### config.mk
export PLATFORM = sky130hd
export DESIGN_NAME = coherent_mem_arbiter
export DESIGN_NICKNAME = d
export VERILOG_FILES = /design/src/rtl/coherent_mem_arbiter.sv
export SDC_FILE = /design/constraint.sdc
export NUM_CORES = 1
export LEC_CHECK = 0
export CELL_PAD_IN_SITES_DETAIL_PLACEMENT = 1
export CELL_PAD_IN_SITES_GLOBAL_PLACEMENT = 1
export CORE_AREA = 8 8 314 316
export CTS_BUF_LIST = sky130_fd_sc_hd__clkbuf_8
export CTS_CLUSTER_SIZE = 40
export DETAILED_ROUTE_END_ITERATION = 6
export DIE_AREA = 0 0 322 324
export PLACE_DENSITY_LB_ADDON = 0.08
export SYNTH_ARGS = -nofsm -noshare
export SYNTH_HDL_FRONTEND = slang
export SYNTH_SLANG_ARGS = --single-unit
export TNS_END_PERCENT = 1
### constraint.sdc
create_clock -name CLK -period 3.3 [get_ports CLK]
set_clock_uncertainty 0.05 [all_clocks]
set_input_delay 0.495 -clock CLK [delete_from_list [all_inputs] [get_ports CLK]]
set_output_delay 0.495 -clock CLK [all_outputs]
set_load 0.1 [all_outputs]
### src/rtl/coherent_mem_arbiter.sv
// N-core memory arbiter: per-class round-robin, snoop before data reads,
// dirty-line forwarding with RAM writeback, and per-core LL/SC reservations.
module coherent_mem_arbiter #(
  parameter int unsigned CPUS = 4,
  parameter int unsigned AW   = 32,
  parameter int unsigned DW   = 32
) (
  input  logic                CLK,
  input  logic                nRST,
  input  logic [CPUS-1:0]     iREN,
  input  logic [CPUS*AW-1:0]  iaddr,
  output logic [CPUS-1:0]     iwait,
  output logic [CPUS*DW-1:0]  iload,
  input  logic [CPUS-1:0]     dREN,
  input  logic [CPUS-1:0]     dWEN,
  input  logic [CPUS*AW-1:0]  daddr,
  input  logic [CPUS*DW-1:0]  dstore,
  output logic [CPUS-1:0]     dwait,
  output logic [CPUS*DW-1:0]  dload,
  input  logic [CPUS-1:0]     cctrans,
  input  logic [CPUS-1:0]     ccwrite,
  output logic [CPUS-1:0]     ccwait,
  output logic [CPUS-1:0]     ccinv,
  output logic [AW-1:0]       ccsnoopaddr,
  input  logic [CPUS-1:0]     llsc_link,
  input  logic [CPUS-1:0]     llsc_clear,
  output logic [CPUS-1:0]     link_valid,
  input  logic [1:0]          ramstate,
  input  logic [DW-1:0]       ramload,
  output logic                ramREN,
  output logic                ramWEN,
  output logic [AW-1:0]       ramaddr,
  output logic [DW-1:0]       ramstore,
  output logic                ram_err
);

  localparam int unsigned CW = (CPUS > 1) ? $clog2(CPUS) : 1;
  localparam logic [1:0] RAM_ACCESS = 2'd2;
  localparam logic [1:0] RAM_ERROR  = 2'd3;

  typedef enum logic [2:0] {S_IDLE, S_DW, S_SNOOP, S_FWD, S_DR, S_IR} state_e;

  state_e          state_q, state_d;
  logic [CW-1:0]   sel_q, sel_d, owner_q, owner_d;
  logic [CW-1:0]   rrd_q, rrd_d, rri_q, rri_d;
  logic [CPUS-1:0] link_valid_q, link_valid_d;
  logic [AW-1:0]   link_addr_q [CPUS];
  logic [AW-1:0]   link_addr_d [CPUS];
  logic            ram_err_q, ram_err_d;

  logic [AW-1:0]   iaddr_a  [CPUS];
  logic [AW-1:0]   daddr_a  [CPUS];
  logic [DW-1:0]   dstore_a [CPUS];
  logic [DW-1:0]   iload_a  [CPUS];
  logic [DW-1:0]   dload_a  [CPUS];

  logic [CPUS-1:0] snoop_hit;
  logic [CW-1:0]   snoop_low;
  logic            wr_done;
  logic [CW-1:0]   wr_core;
  logic [AW-1:0]   wr_addr;

  for (genvar g = 0; g < CPUS; g++) begin : g_lanes
    assign iaddr_a[g]          = iaddr[g*AW +: AW];
    assign daddr_a[g]          = daddr[g*AW +: AW];
    assign dstore_a[g]         = dstore[g*DW +: DW];
    assign iload[g*DW +: DW]   = iload_a[g];
    assign dload[g*DW +: DW]   = dload_a[g];
  end

  // First requester at or after ptr+1, wrapping; ptr itself is checked last.
  function automatic logic [CW-1:0] rr_pick(input logic [CPUS-1:0] req,
                                            input logic [CW-1:0]   ptr);
    logic [CW-1:0] pick;
    int            idx;
    pick = '0;
    for (int k = int'(CPUS); k > 0; k--) begin
      idx = (int'(ptr) + k) % int'(CPUS);
      if (req[CW'(idx)]) pick = CW'(idx);
    end
    return pick;
  endfunction

  // Lowest-numbered snooped core reporting a Modified copy.
  always_comb begin
    snoop_hit = '0;
    snoop_low = '0;
    for (int c = 0; c < int'(CPUS); c++) snoop_hit[c] = ccwrite[c] && (CW'(c) != sel_q);
    for (int c = int'(CPUS) - 1; c >= 0; c--) if (snoop_hit[c]) snoop_low = CW'(c);
  end

  always_comb begin
    state_d     = state_q;
    sel_d       = sel_q;
    owner_d     = owner_q;
    rrd_d       = rrd_q;
    rri_d       = rri_q;
    iwait       = '1;
    dwait       = '1;
    ccwait      = '0;
    ccinv       = '0;
    ccsnoopaddr = '0;
    ramREN      = 1'b0;
    ramWEN      = 1'b0;
    ramaddr     = '0;
    ramstore    = '0;
    wr_done     = 1'b0;
    wr_core     = '0;
    wr_addr     = '0;
    for (int c = 0; c < int'(CPUS); c++) begin
      iload_a[c] = '0;
      dload_a[c] = '0;
    end

    case (state_q)
      S_IDLE: begin
        if (|dWEN) begin
          sel_d   = rr_pick(dWEN, rrd_q);
          state_d = S_DW;
        end else if (|dREN) begin
          sel_d   = rr_pick(dREN, rrd_q);
          state_d = S_SNOOP;
        end else if (|iREN) begin
          sel_d   = rr_pick(iREN, rri_q);
          state_d = S_IR;
        end
      end
      S_DW: begin
        if (!dWEN[sel_q]) begin
          state_d = S_IDLE;
        end else begin
          ramWEN   = 1'b1;
          ramaddr  = daddr_a[sel_q];
          ramstore = dstore_a[sel_q];
          if (ramstate == RAM_ACCESS) begin
            dwait[sel_q] = 1'b0;
            rrd_d        = sel_q;
            state_d      = S_IDLE;
            wr_done      = 1'b1;
            wr_core      = sel_q;
            wr_addr      = daddr_a[sel_q];
          end
        end
      end
      S_SNOOP: begin
        if (!dREN[sel_q]) begin
          state_d = S_IDLE;
        end else begin
          ccsnoopaddr = daddr_a[sel_q];
          for (int c = 0; c < int'(CPUS); c++) begin
            ccwait[c] = (CW'(c) != sel_q);
            ccinv[c]  = (CW'(c) != sel_q) && cctrans[sel_q];
          end
          if (|snoop_hit) begin
            owner_d = snoop_low;
            state_d = S_FWD;
          end else begin
            state_d = S_DR;
          end
        end
      end
      // Owner's line goes to the requester and is written back in the same access.
      S_FWD: begin
        if (!dREN[sel_q]) begin
          state_d = S_IDLE;
        end else begin
          ccwait[owner_q] = 1'b1;
          dload_a[sel_q]  = dstore_a[owner_q];
          ramWEN          = 1'b1;
          ramaddr         = daddr_a[sel_q];
          ramstore        = dstore_a[owner_q];
          if (ramstate == RAM_ACCESS) begin
            dwait[sel_q]   = 1'b0;
            dwait[owner_q] = 1'b0;
            rrd_d          = sel_q;
            state_d        = S_IDLE;
            wr_done        = 1'b1;
            wr_core        = owner_q;
            wr_addr        = daddr_a[sel_q];
          end
        end
      end
      S_DR: begin
        if (!dREN[sel_q]) begin
          state_d = S_IDLE;
        end else begin
          ramREN         = 1'b1;
          ramaddr        = daddr_a[sel_q];
          dload_a[sel_q] = ramload;
          if (ramstate == RAM_ACCESS) begin
            dwait[sel_q] = 1'b0;
            rrd_d        = sel_q;
            state_d      = S_IDLE;
          end
        end
      end
      S_IR: begin
        if (!iREN[sel_q]) begin
          state_d = S_IDLE;
        end else begin
          ramREN         = 1'b1;
          ramaddr        = iaddr_a[sel_q];
          iload_a[sel_q] = ramload;
          if (ramstate == RAM_ACCESS) begin
            iwait[sel_q] = 1'b0;
            rri_d        = sel_q;
            state_d      = S_IDLE;
          end
        end
      end
      default: state_d = S_IDLE;
    endcase
  end

  // Reservations: remote write to the linked address breaks it; clear beats link.
  always_comb begin
    for (int c = 0; c < int'(CPUS); c++) begin
      link_valid_d[c] = link_valid_q[c];
      link_addr_d[c]  = link_addr_q[c];
      if (wr_done && (wr_core != CW'(c)) && (wr_addr == link_addr_q[c]))
        link_valid_d[c] = 1'b0;
      if (llsc_link[c]) begin
        link_valid_d[c] = 1'b1;
        link_addr_d[c]  = daddr_a[c];
      end
      if (llsc_clear[c]) link_valid_d[c] = 1'b0;
    end
    ram_err_d = ram_err_q | ((state_q != S_IDLE) && (ramstate == RAM_ERROR));
  end

  always_ff @(posedge CLK) begin
    if (!nRST) begin
      state_q      <= S_IDLE;
      sel_q        <= '0;
      owner_q      <= '0;
      rrd_q        <= '0;
      rri_q        <= '0;
      link_valid_q <= '0;
      ram_err_q    <= 1'b0;
      for (int c = 0; c < int'(CPUS); c++) link_addr_q[c] <= '0;
    end else begin
      state_q      <= state_d;
      sel_q        <= sel_d;
      owner_q      <= owner_d;
      rrd_q        <= rrd_d;
      rri_q        <= rri_d;
      link_valid_q <= link_valid_d;
      ram_err_q    <= ram_err_d;
      for (int c = 0; c < int'(CPUS); c++) link_addr_q[c] <= link_addr_d[c];
    end
  end

  assign link_valid = link_valid_q;
  assign ram_err    = ram_err_q;

endmodule

==> results of run 1 <==
-- sequential cells by signal (all words and copies together), names as in the netlist --
name and cells:
rrd_q 2, state_q 3, sel_q 2, link_valid 4
rri_q 2, ram_err 1, owner_q 2, link_addr_q 128
-- layer usage --
metal	vias to the layer above	GRT usage, %	routed length, microns
met4	18	3.74	2300
met5	-	0	113
met1	10600	32.2	59400
met2	759	44.2	69500
met3	121	5.50	9010
li1	9037	-	-
-- logic make-up after synthesis --
kind of cell,Yosys count
AOI/OAI and AO/OA,369
xor gates and xnor gates,59
buffers and inverters,227
DFF,144
muxes,334
and+or+nand+nor,794
-- power by group --
group	total [W]	internal (W)	switching, W
registers	0.00198	0.00184	0.000139
clock network	0.00166	0.000779	0.000882
logic	0.00455	0.00200	0.00254
total	0.00819	0.00462	0.00357
-- per-stage QoR --
step,hold WS (ps),TNS (ps)
floorplan,433,-83980
global placement,445,-18700
detailed placement,483,-21680
CTS,499,-4490
global route,520,-9780
finish,494,-561
-- layout make-up --
type,count,area [sq um]
tap,1265,1580
antenna,11,27.5
clock inverter,14,179
inverter,35,144
timing repair buffer,1115,14800
multi-input combinational,1556,12600
clock buffer,18,248
fill,10500,61500
sequential,144,2900
-- timing repair --
action,4_1_cts,5_1_grt
gates cloned,1,4
hold buffers,0,0
endpoints found under the setup margin,334,257
gates resized for setup,90,132
pin swaps,0,13
setup buffers,3,11
-- layout by cell type, fill, tap and decap left out, types with 29 or more instances in the layout --
master	Yosys	final
inv_1	33	29
mux2i_1	190	189
o21ai_2	1	35
clkdlybuf4s50_1	0	441
o21ai_0	137	77
mux2_2	39	39
nor2_2	0	51
buf_4	5	221
dfxtp_1	144	140
and3_1	140	132
nand3_1	45	42
a21oi_1	41	37
nor2b_1	152	150
xnor2_1	43	43
nor2_1	241	189
mux4_2	103	103
buf_12	4	398
nand2_1	97	95
buf_6	5	40
-- tightest hold or removal path, stage by stage, from the launching register on --
cell and delay [ps]:
dfxtp_1 320, mux2i_1 120, nor2b_1 60
-- path summary, 6_finish.rpt --
| check | to | from | depth (start not counted) | slack, ps |
|---|---|---|---|---|
| setup / recovery | dload[124] | sel_q[0] | 9 | -40 |
| hold reg to reg | link_addr_q[0][96] | link_addr_q[0][96] | 2 | 490 |
| hold / removal | link_addr_q[0][96] | link_addr_q[0][96] | 2 | 490 |
| setup reg to reg | link_valid[1] | sel_q[1] | 11 | 120 |
==> results.md, run 1 <==
Critical path:
- Counting both buffers and inverters, the worst setup path holds a total of 5.
- The worst setup path category is reg2out.
- The kind of start point of the critical path is a flip-flop.
- The critical path goes through mux4_2 -> buf_6 -> nand3_4 -> buf_12 -> buf_12 -> a2bb2oi_2 -> buf_6 -> nor2_1 -> buf_12.
- The most numerous cell type found on the critical path is buf_12.
- Broken down by cell family, the worst path's largest delay share belongs to buffers and inverters.
- The largest single stage delay on the critical path is 640 ps.
- The worst setup path is captured at a primary output.
- Of all nets on the critical path, the largest fanout is 8.
- STA puts the critical path data arrival time at 2800 ps.
- On the critical path, the stage with the largest delay is an instance of mux4_2.
- For the worst setup path, the data required time is 2750 ps.

Logic synthesis:
- Summing the sequential cell areas from Yosys gives 18.3% of the chip area.
- The synthesized netlist devotes 15.5% of its cell area to compound gates.
- The portion of synthesized area spent on multiplexers is 29.8%.
- The top flip-flop cell by instance count after synthesis is dfxtp_1.
- The synthesized cell area is 15800 sq um.
- The biggest area contributor in the post-synthesis netlist is dfxtp_1.
- After synthesis, the cell types taking the most area are dfxtp_1 (18%), mux4_2 (15%), mux2i_1 (12%), nor2b_1 (6.0%), nor2_1 (5.7%).
- The number of enable flip-flop cells after synthesis is 0.
- The synthesized netlist devotes 3.28% of its cell area to XOR and XNOR gates.
- Counting every net in the synthesized netlist gives 2375.
- The adder-cell area share of the yosys netlist is 0%.
- The main combinational cell family by area after synthesis is multiplexers.
- The yosys synthesis warning count is 0.
- Of all flip-flops after synthesis, the portion carrying an async set or reset was 0%.
- The synthesized area per cell is 8.18 sq um.
- After Yosys synthesis, and, or, nand and nor cells account for 26.6% of the synthesized area.
- The fraction of synthesized cell area taken by the top area cell type is 18.3%.
- The cell count after synthesis came out at 1927.
- The most repeated cell in the gate-level netlist after synthesis is nor2_1.
- The register bit count reported by yosys is 144.
- The commonest cells after synthesis are nor2_1 (241), mux2i_1 (190), nor2b_1 (152), dfxtp_1 (144), and3_1 (140).
- The number of unique standard cell types used by synthesis is 76.

Timing:
- Derived from the worst setup path, the maximum achievable clock frequency is 0.299 GHz.
- The worst slew slack as a fraction of its limit is 43.0%.
- The slew of the pin with the lowest slew margin is 854 ps.
- The worst path in the final design needs a cycle of 3340 ps, including I/O delays and setup.
- The max-slew violation count is 0.
- Setup repair after global routing could not meet its margin everywhere.
- Dividing the final minimum period by the clock period gives 101%.
- The number of hold violations in the final report is 0.
- The number of setup violations in the final report is 41.
- The minimum setup slack in the final design is -40.5 ps.

CTS:
- The clock latency on the worst-skew pair is 510 ps.
- In this run the clock root is driven by a clkbuf_8.
- The CTS clock-pin slew for the worst setup and hold paths is 100 ps.
- TritonCTS created 17 clock buffers.
- The maximum clock path buffer count is 2.
- The CTS tree is yes.
- The clock net in this run drives a total of 144 sinks.
- The number of H-tree branching levels is 4.

Placed design:
- At the placement stage, the worst setup path has a slack of -574 ps.
- The HPWL after detailed placement is 118 mm.
- The number of cells in the design after placement is 4096.
- The port buffer count is 822.
- In this run the cell area measured after placement is 30900 sq um.
- Routability-driven placement finished with a final weighted congestion of 0.894.

Drt:
- Summing over every cut layer, the via total after detailed routing is 20500.
- The mean number of vias per cell is 4.94.
- The number of routed nets with antenna violations is 0.
- The number of DRC violations after detailed routing is 0.
- The first detailed-routing pass took 5 iterations.
- The final layout contains routed wiring with a total length of 140 mm.
- The detailed-route wire length per cell is 33.8 microns.
- The detailed router finished its first iteration with 1185 violations.

GRT:
- For this run the aggregate overflow at the end of global routing stands at 0.
- Global routing used 25.2% of the available tracks.
- The number of antenna violations at the first check in global routing is 31.
- The maximum number of pins on one net before global-route repair is 98.
- The via count of the first global-routing pass is 21100.
- The first global-routing pass estimated 186 mm of wire.

Die:
- The die outline area is 104000 sq um.
- The row count is 113.
- The die boundary width is 322 microns.
- The die is 324 microns tall.
- The starting utilization of the core area is 16.8%.
- The placeable core region is 93900 sq um.
- The I/O pin count is 823.

Run status:
- The final reports fail on setup timing.
- The run finished, with violations left.

Hold path:
- The worst hold path belongs to the class reg2reg.

Layout:
- The number of nets in the finished design is 3317.
- The synthesis-to-finish area growth is 106%.
- Summing all non-filler instances in the final layout gives an area of 32400 sq um.
- Cells fill 34.5% of the core in the end.
- The share of cells above drive strength 1 is 35.2%.
- The filler-free cell count of the finished design is 4158.

Pwr:
- The maximum ir drop on the vdd rail is 0.258 mV.
- The total chip power is 0.00819 W.
- The analysis attributes to cell leakage a power of 12.3 nW.
- In this run the power density over the cells is 253 nW/um^2.

Flow run:
- The number of maximum-capacitance constraint violations is 0.
No activity file was read; power rests on OpenSTA's default activity.
==> run 2: changes to the inputs <==
--- a/config.mk
+++ b/config.mk
@@ -12,7 +12,7 @@
 export CTS_CLUSTER_SIZE = 40
 export DETAILED_ROUTE_END_ITERATION = 6
 export DIE_AREA = 0 0 322 324
-export PLACE_DENSITY_LB_ADDON = 0.08
+export PLACE_DENSITY_LB_ADDON = 0.1
 export SYNTH_ARGS = -nofsm -noshare
 export SYNTH_HDL_FRONTEND = slang
 export SYNTH_SLANG_ARGS = --single-unit
==> results.md, run 2 (synthesized netlist as in run 1, its figures left out) <==
Layout:
- The most common cell after layout, fill and taps aside is clkdlybuf4s50_1.
- The area growth from synthesis to layout is 97.9%.
- The share of cells above drive strength 1 was 30.8% (-4.5 points).
- The number of nets in the finished design was 3247 (-2.1%).
- The number of flip-flops under the largest register name was 128 (unchanged).
- More flip-flops sit in one register than any other, and that register is link_addr_q.
- The core utilization of the finished layout is 33.2% (-1.3 points).
- In the layout the commonest cells are clkdlybuf4s50_1 (440), buf_12 (396), nor2_1 (235).

Timing:
- The worst hold slack is 489 ps (-5.47 ps).
- Setup repair after global routing could not meet its margin everywhere.
- The number of hold violations in the final report is 0 (unchanged).
- The number of setup violations in the final report is 0 (-100%).
- The share of the clock period used by the worst path came to 99.4% (-1.8 points).
- The maximum clock rate is 0.305 GHz (+1.8%).
- The worst slew slack as a fraction of its limit is 37.6% (-5.4 points).
- The final total negative setup slack is 0 ps (+561 ps).
- The max-slew violation count is 0 (unchanged).
- The shortest clock period the worst path allows after layout came to 3280 ps (-60.5 ps).
- The slew of the pin with the lowest slew margin is 912 ps (+57.6 ps).

CTS:
- The maximum clock path buffer count came to 2 (unchanged).
- The tree is rooted in a clkbuf_8.
- The number of H-tree branching levels came to 4 (unchanged).
- The number of buffers inserted by hold repair at cts came to 0 (unchanged).
- TritonCTS built the clock tree.
- The clock latency on the worst-skew pair was 510 ps (about the same).
- The TritonCTS buffer count is 17 (unchanged).
- The CTS clock-pin slew for the worst setup and hold paths is 90 ps (about the same).
- The clock sink count is 144 (unchanged).

Critical path:
- The worst setup path is captured at a primary output.
- The data required time of the worst path came to 2750 ps (about the same).
- The largest fanout on the critical path is 8 (unchanged).
- The launching point of the worst reg2reg path is sel_q[1].
- The register-to-register setup slack came to 170 ps (+50 ps).
- The worst setup path category is reg2out.
- The number of cell instances on the worst register-to-register path came to 9 (-2).
- The endpoint of the lowest-slack register-to-register path is link_valid[2].
- The kind of start point of the critical path is a flip-flop.
- The data arrival time at the worst-slack endpoint came to 2740 ps (-60 ps).

Placed design:
- The routability congestion estimate was 0.906 (+1.3%).
- The half-perimeter wire length after placement is 113 mm (-3.9%).
- The port buffer count is 822 (unchanged).

Die:
- The row count was 113 (unchanged).
- The I/O pin count was 823 (unchanged).
- The floorplan die height is 324 microns (unchanged).
- The die outline area is 104000 sq um (unchanged).
- The placeable core region came to 93900 sq um (unchanged).
- The die boundary width is 322 microns (unchanged).
- The starting utilization of the core area is 16.8% (unchanged).

Drt:
- The total iterations of the first detailed-routing run was 7 (+2).
- The number of routed nets with antenna violations is 0 (unchanged).
- The wire length after detailed routing came to 133 mm (-4.9%).
- The detailed-route via count is 20200 (-1.6%).
- The detailed router's first-iteration violation count came to 1306 (+10%).
- The number of DRC violations after detailed routing came to 0 (unchanged).
- The detailed-route wire length per cell is 32.5 microns (-3.6%).
- The mean number of vias per cell is 4.93 (-0.15%).

Hold path:
- The count of cells along the worst hold path is 2 (unchanged).
- The launch instance of the worst min-delay path is link_addr_q[0][2].
- For hold timing, the worst endpoint is link_addr_q[0][2].
- In this run the worst hold path is classified as reg2reg.

Pwr:
- The leakage dissipation is 11.7 nW (-4.3%).
- The maximum ir drop on the vdd rail was 0.240 mV (-6.9%).
- The total chip power was 0.00782 W (-4.5%).
- The areal power density over the cells is 250 nW/um^2 (-0.87%).

GRT:
- The number of antenna violations at the first check in global routing came to 42 (+35%).
- The via count of the first global-routing pass was 20700 (-1.9%).
- The remaining global-route overflow is 0 (unchanged).
- The wire length of the first global-routing pass came to 179 mm (-3.8%).
- The total global-route track usage is 24.1% (-1.1 points).
- The maximum number of pins on one net before global-route repair is 54 (-45%).

Flow run:
- The number of maximum-capacitance constraint violations came to 0 (unchanged).

Run status:
- The run finished with clean final reports.
-- run 2: cell count changes in the layout (fill, tap and decap cells not counted), moves of 10 or more --
cell,delta
o21ai_1,-10
buf_4,-33
diode_2,+11
nor2_1,+46
o21ai_2,-11
nor2_2,-46
o21ai_0,+23
buf_6,-27
-- run 2: repair_timing --
item / 4_1_cts / 5_1_grt
resized for setup: 42 / 26
pin swaps: 1 / 0
buffers inserted: 3 / 0
gates cloned: 0 / 0
endpoints found under the hold margin: 0 / 0
setup endpoints to repair: 216 / 173
-- run 2: per-stage QoR --
stage / instance area [sq um] / cells / worst slack [ps]
after detailed placement: 30500 / 4042 / -324
final: 31200 / 4099 / 19.9
after global placement: 30500 / 4042 / -271
after floorplan: 15900 / 1927 / -750
after global routing: 31200 / 4090 / -82.6
after CTS: 31100 / 4077 / -48.6
-- run 2: worst max-delay path, stage by stage, from the launching register on --
cell     delay (ps)
dfxtp_4         420
mux4_2          620
and3_2          330
and2_1          220
buf_4           150
a31o_2          280
buf_12          190
-- run 2: area by class of cell --
cell class / count / area, sq um
flip-flops and latches: 144 / 2900
repair buffers: 1045 / 13900
clock buffers: 21 / 289
multi-input cells: 1556 / 12200
clock inverters: 11 / 104
well taps: 1265 / 1580
diodes: 22 / 55.1
inverters: 35 / 135
fillers: 10600 / 62700
-- run 2: report_power, final --
part	switching, W	internal, W	leakage (nW)
registers	0.000146	0.00184	1.19
clock network	0.000835	0.000683	0.205
logic	0.00245	0.00186	10.3
-- run 2: how the worst max path moves through the flow --
| stage | startpoint | end | slack, ps |
|---|---|---|---|
| CTS | sel_q[0] | iload[41] | -50 |
| finish | sel_q[0] | ramstore[4] | 20 |
| global route | owner_q[1] | dload[24] | -80 |
| floorplan | sel_q[0] | ramstore[2] | -750 |
| detailed placement | dREN[2] | dload[60] | -320 |
| global placement | dREN[2] | dload[60] | -270 |
-- run 2: metal layers --
layer  wire [microns]  vias up  track usage (%)
met5               75        -                0
met4             1940       12             4.19
met3             8850       91             5.42
met2            63500      810             40.0
met1            59100    10400             32.1
li1                 -     8893                -
==> run 3: changes to the inputs <==
--- a/config.mk
+++ b/config.mk
@@ -5,6 +5,7 @@
 export SDC_FILE = /design/constraint.sdc
 export NUM_CORES = 1
 export LEC_CHECK = 0
+export CAP_MARGIN = 5
 export CELL_PAD_IN_SITES_DETAIL_PLACEMENT = 1
 export CELL_PAD_IN_SITES_GLOBAL_PLACEMENT = 1
 export CORE_AREA = 8 8 314 316
==> results of run 3 <==
The final DEF is identical to that of run 2; final timing and power are the same.
